`config.mk`:
```
export PLATFORM = sky130hd
export DESIGN_NAME = el2_exu_gf2m_mul
export DESIGN_NICKNAME = d
export VERILOG_FILES = /design/src/rtl/el2_exu_gf2m_mul.sv
export SDC_FILE = /design/constraint.sdc
export NUM_CORES = 2
export LEC_CHECK = 0
export CELL_PAD_IN_SITES_DETAIL_PLACEMENT = 1
export CELL_PAD_IN_SITES_GLOBAL_PLACEMENT = 1
export CORE_AREA = 2 2 648 650
export DETAILED_ROUTE_END_ITERATION = 10
export DIE_AREA = 0 0 650 652
export PLACE_DENSITY_LB_ADDON = 0.12
export REMOVE_ABC_BUFFERS = 1
export SETUP_SLACK_MARGIN = 0.5
export SLEW_MARGIN = 40
export SYNTH_ARGS = -nofsm -noshare
export SYNTH_HDL_FRONTEND = slang
export SYNTH_SLANG_ARGS = --single-unit
```
`constraint.sdc`:
```
create_clock -name clk -period 3.4 [get_ports clk]
set_input_delay 0.68 -clock clk [delete_from_list [all_inputs] [get_ports clk]]
set_output_delay 0.68 -clock clk [all_outputs]
set_load 0.005 [all_outputs]
```
`src/rtl/el2_exu_gf2m_mul.sv`:
```
// ---------------------------------------------------------------------------
// el2_exu_gf2m_mul
// Bit-serial GF(2^M) polynomial-basis multiplier. On a request it captures
// the operands and the reduction polynomial, then computes a*b mod f(x),
// where f(x) = x^M + poly, MSB-first with one iteration per clock. The
// product is held stable until the requester releases enable_i.
//
// Ports
//   clk        : clock
//   rst_l      : asynchronous active-low reset
//   a_i, b_i   : operands (M bits), sampled when a multiply starts
//   poly_i     : reduction polynomial without the x^M term, sampled at start
//   enable_i   : level request; high starts/holds, low releases or aborts
//   result_o   : registered product
//   finish_o   : high while the product is being held (DONE)
//   finish_p_o : one-cycle pulse on entry to DONE
//   busy_o     : high while iterating (RUN)
// ---------------------------------------------------------------------------
module el2_exu_gf2m_mul #(
  parameter int M = 409
) (
  input  logic         clk,
  input  logic         rst_l,
  input  logic [M-1:0] a_i,
  input  logic [M-1:0] b_i,
  input  logic [M-1:0] poly_i,
  input  logic         enable_i,
  output logic [M-1:0] result_o,
  output logic         finish_o,
  output logic         finish_p_o,
  output logic         busy_o
);

  localparam int CW = (M > 1) ? $clog2(M) : 1;

  typedef enum logic [1:0] {
    IDLE = 2'd0,
    RUN  = 2'd1,
    DONE = 2'd2
  } state_t;

  state_t          state_q, state_d;
  logic [M-1:0]    acc_q, acc_d;
  logic [M-1:0]    a_q, a_d;
  logic [M-1:0]    b_q, b_d;
  logic [M-1:0]    p_q, p_d;
  logic [CW-1:0]   cnt_q, cnt_d;
  logic [M-1:0]    result_q, result_d;
  logic            finish_p_q, finish_p_d;
  logic [M-1:0]    acc_step;

  // One MSB-first iteration: multiply the accumulator by x (reducing the
  // term that falls out at x^M before anything else), then add a when the
  // current multiplier bit is set.
  function automatic logic [M-1:0] gf_step(input logic [M-1:0] acc,
                                           input logic [M-1:0] a,
                                           input logic [M-1:0] p,
                                           input logic         bbit);
    logic [M-1:0] sh;
    sh = {acc[M-2:0], 1'b0} ^ ({M{acc[M-1]}} & p);
    return sh ^ ({M{bbit}} & a);
  endfunction

  assign acc_step = gf_step(acc_q, a_q, p_q, b_q[M-1]);

  always_comb begin
    state_d    = state_q;
    acc_d      = acc_q;
    a_d        = a_q;
    b_d        = b_q;
    p_d        = p_q;
    cnt_d      = cnt_q;
    result_d   = result_q;
    finish_p_d = 1'b0;
    unique case (state_q)
      IDLE: begin
        if (enable_i) begin
          state_d = RUN;
          a_d     = a_i;
          b_d     = b_i;
          p_d     = poly_i;
          acc_d   = '0;
          cnt_d   = CW'(M - 1);
        end
      end
      RUN: begin
        // Dropping the request abandons the multiply without touching the
        // previously delivered result.
        if (!enable_i) begin
          state_d = IDLE;
        end else begin
          acc_d = acc_step;
          b_d   = {b_q[M-2:0], 1'b0};
          cnt_d = cnt_q - CW'(1);
          if (cnt_q == '0) begin
            state_d    = DONE;
            result_d   = acc_step;
            finish_p_d = 1'b1;
          end
        end
      end
      DONE: begin
        if (!enable_i) state_d = IDLE;
      end
      default: state_d = IDLE;
    endcase
  end

  // State/datapath register stage
  always_ff @(posedge clk or negedge rst_l) begin
    if (!rst_l) begin
      state_q    <= IDLE;
      acc_q      <= '0;
      a_q        <= '0;
      b_q        <= '0;
      p_q        <= '0;
      cnt_q      <= '0;
      result_q   <= '0;
      finish_p_q <= 1'b0;
    end else begin
      state_q    <= state_d;
      acc_q      <= acc_d;
      a_q        <= a_d;
      b_q        <= b_d;
      p_q        <= p_d;
      cnt_q      <= cnt_d;
      result_q   <= result_d;
      finish_p_q <= finish_p_d;
    end
  end

  assign result_o   = result_q;
  assign finish_o   = (state_q == DONE);
  assign finish_p_o = finish_p_q;
  assign busy_o     = (state_q == RUN);

endmodule

```
==> flow_summary_export.csv <==
group,metric,value,unit
power_and_ir_drop,p_int,0.0531,W
synthesis,yosys-top-cells-area,"dfrtp_1 56%, mux2_2 9.9%, xnor3_1 9.9%, mux2i_1 8.8%, nand2_1 6.6%",
sta,finalCriticalPeriod,2.80,ns
synthesis,synth_top_area_frac,0.555,
route,drc,0,
floorplan,die_w,650,um
clocking,clk_latency,0.90,ns
place,gp_congestion,0.801,
place,io_buffers,1641,
place,pre_cts_slack,0.477,ns
synthesis,synth_cell_types,35,
grt,antenna_found_initial,177,
worst_setup_path,r2r-end,"result_o[227]",
flow_run,maxCapViolCount,0,
worst_setup_path,rrSetupSlack,0.60,ns
floorplan,start_util,0.223,
grt,grt_pass1_wl,545,mm
hold_path,hold_class,"in -> reg",
clocking,root_buffer,"clkbuf_16",
route,post_drt_via_cell_ratio,4.23,
route,via_count,62900,
worst_setup_path,worstPathArrival,3.59,ns
sta,fin_skew,0.0409,ns
clocking,clk_pin_slew,0.06,ns
power_and_ir_drop,seqPwrFrac,0.407,
worst_setup_path,r2r_cells,8,
synthesis,ys_seq_area_frac,0.555,
clocking,numCtsBuffers,271,
floorplan,design.core.area,416000,um^2
clocking,clock_sinks,2057,
finish,final.fill_count,45200,
grt,grt.total_usage,0.178,
finish,final_area,125000,um^2
floorplan,io_pins,1642,
worst_setup_path,r2r-start,"cnt_q[0]",
clocking,cts_max_path_buffers,4,
synthesis,synth_cells,7473,
place,dpl-instance-area,116000,um^2
power_and_ir_drop,p_per_area,592,nW/um^2
worst_setup_path,crit_type,"reg -> reg",
grt,grt_start_max_net_pins,156,
route,totalWireLength,385,mm
floorplan,rows,237,
power_and_ir_drop,leakagePower,57.2,nW
power_and_ir_drop,p_switching,0.0209,W
clocking,cts_tree,"built",
power_and_ir_drop,power_frac_clock,0.388,
floorplan,dieArea,424000,um^2
sta,clock.fmax,358,MHz
floorplan,die_y,652,um
synthesis,synth_largest_area_cell,"dfrtp_1",
grt,overflow,0,
sta,tightest_slew,0.875,ns
power_and_ir_drop,swShare,0.282,
finish,drive_above_1_share,0.154,
route,final_antenna_net_count,0,
sta,period_share,0.822,
sta,rsz0062_at_grt,"yes",
power_and_ir_drop,p_comb_frac,0.205,
place,dp_hpwl,286,mm
finish,final_core_util,0.300,
worst_setup_path,crit_path_end_kind,"flop",
sta,slew_headroom,0.417,
synthesis,avgSynthCellArea,12.4,um^2
worst_setup_path,crit_required,4.20,ns
worst_setup_path,worstSetupEndpoint,"result_o[227]",
sta,fin_setup_tns,0,ns
sta,slew_viol_final,0,
sta,setup_viol,0,
route,drt_iter0_markers,2928,
worst_setup_path,worstPathMaxFanout,33,
worst_setup_path,startpoint,"cnt_q[0]",
synthesis,netlist_area,92700,um^2
sta,hold_viol,0,
grt,grt_pass1_vias,69800,
clocking,htree_levels,5,
route,firstDrtPassIters,5,
synthesis,ys_ff_latch,2057,
power_and_ir_drop,ir_drop,327,uV
hold_path,holdPathStages,2,
synthesis,ys_warn_count,0,
sta,finalWorstSetupSlack,0.604,ns
finish,area_growth,34.6,%
finish,finalNetCount,10300,
run_status,status,"completed",
route,routedWlPerCell,25.9,um
worst_setup_path,setup.worst_path.start_class,"flop",
## cells in the mapped netlist
cell and count:
buf_6 3, mux2i_1 816, clkbuf_1 304, or4_1 3, nand4bb_1 1, nor2_1 3
nand3b_1 2, nor4_4 1, ha_1 1, buf_1 16, o31ai_1 2, o221a_2 1
inv_1 411, or2_2 1, nor3_1 1, a22o_1 1, dfrtp_1 2057, xnor3_1 408
o21a_1 1, nand3_1 3, nor4_1 1, mux2_1 1, and2_1 1, xor2_1 1
or4_4 1, o21ai_0 822, a21oi_1 3, nor2b_1 3, nand2_1 1640, nand2b_1 3
or3b_2 1, buf_12 44, buf_2 93, mux2_2 818, or3_1 5
## how the worst min path moves through the flow
stage                 from        to
3_3_place_gp        b_q[0]    b_q[0]
5_1_grt        poly_i[284]  p_q[284]
6_report          a_i[365]  a_q[365]
4_1_cts        poly_i[354]  p_q[354]
2_1_floorplan        rst_l    a_q[0]
3_5_place_dp        b_q[0]    b_q[0]
## metal layers
| layer | GRT usage | up-vias | share of wire |
|---|---|---|---|
| li1 | - | 28300 | - |
| met1 | 0.214 | 32300 | 0.41 |
| met2 | 0.312 | 1560 | 0.50 |
| met3 | 0.0413 | 632 | 0.054 |
| met4 | 0.0605 | 94 | 0.034 |
| met5 | 0 | - | 0.0016 |
## cells in the final DEF (no fill, tap or decap), drive strengths merged, types with 2 or more instances in the layout
cell type and instances:
buf 186, o31ai 2, a21oi 3, nor2b 3, xnor3 408, or3 5
clkbuf 398, nand3b 2, nor2 3, inv 431, clkinv 47, dlygate4sd2 2
mux2 819, o21ai 822, or4 4, nand3 3, diode 41, nand2b 3
dfrtp 2057, nor4 2, clkdlybuf4s50 1638, mux2i 816, bufinv 7, clkinvlp 4
nand2 1640
## through the flow
| stage | hold WS, ns | power (W) | cells |
|---|---|---|---|
| floorplan | 0.384 | 0.0433 | 7013 |
| global placement | 0.455 | 0.0459 | 14300 |
| detailed placement | 0.463 | 0.0463 | 14300 |
| CTS | 0.271 | 0.0758 | 14800 |
| global route | 0.328 | 0.0780 | 14800 |
| finish | 0.389 | 0.0740 | 14900 |
## cells by family (layout without fill, tap and decap cells)
logic type | after synthesis | after routing | share of synthesized area
simple gates | 1670 | 1670 | 0.0686
fa+ha+maj | 1 | 1 | 0.000135
mux | 1635 | 1635 | 0.188
flops | 2057 | 2057 | 0.555
xor+xnor | 409 | 409 | 0.0992
buf+inv | 871 | 2714 | 0.0445
compound gates | 830 | 830 | 0.0450
other cells | 0 | 41 | 0
## power groups by stage
stage	registers (W)	logic [W]	clock network [W]
finish	0.0301	0.0152	0.0287
global route	0.0306	0.0166	0.0308
CTS	0.0302	0.0157	0.0298
detailed placement	0.0306	0.0157	0
global placement	0.0305	0.0154	0
floorplan	0.0302	0.0130	0
## area by class of cell
class                      instances  area [um^2]  area share
clock inverter                    78          826     0.00662
sequential                      2057        51500       0.412
inverter                         411         1540      0.0124
multi-input combinational       4545        37200       0.298
clock buffer                     398         7920      0.0634
timing repair buffer            1827        18900       0.152
antenna                           41          103    0.000822
tap                             5497         6880      0.0551
## state kept, by name (all words and copies together) (netlist names)
register    count
b_q           409
acc_q         409
p_q           409
state_q         2
a_q           409
result_o      409
cnt_q           9
finish_p_o      1
## timing repair
action | 4_1_cts | 5_1_grt
resized for setup | 4 | 3
endpoints found under the hold margin | 19 | 0
endpoints found under the setup margin | 5 | 34
buffers inserted | 1 | 0
pin swaps | 0 | 0
hold buffers | 1 | 0
## worst max-delay path, stage by stage (launching register included)
cell     delay (ns)
dfrtp_1        0.40
inv_1          0.09
ha_1           0.21
or3b_2         0.55
nor4_4         0.33
buf_12         0.20
buf_12         0.25
buf_12         0.32
mux2i_1        0.27
(Power assumes the default switching activity.)
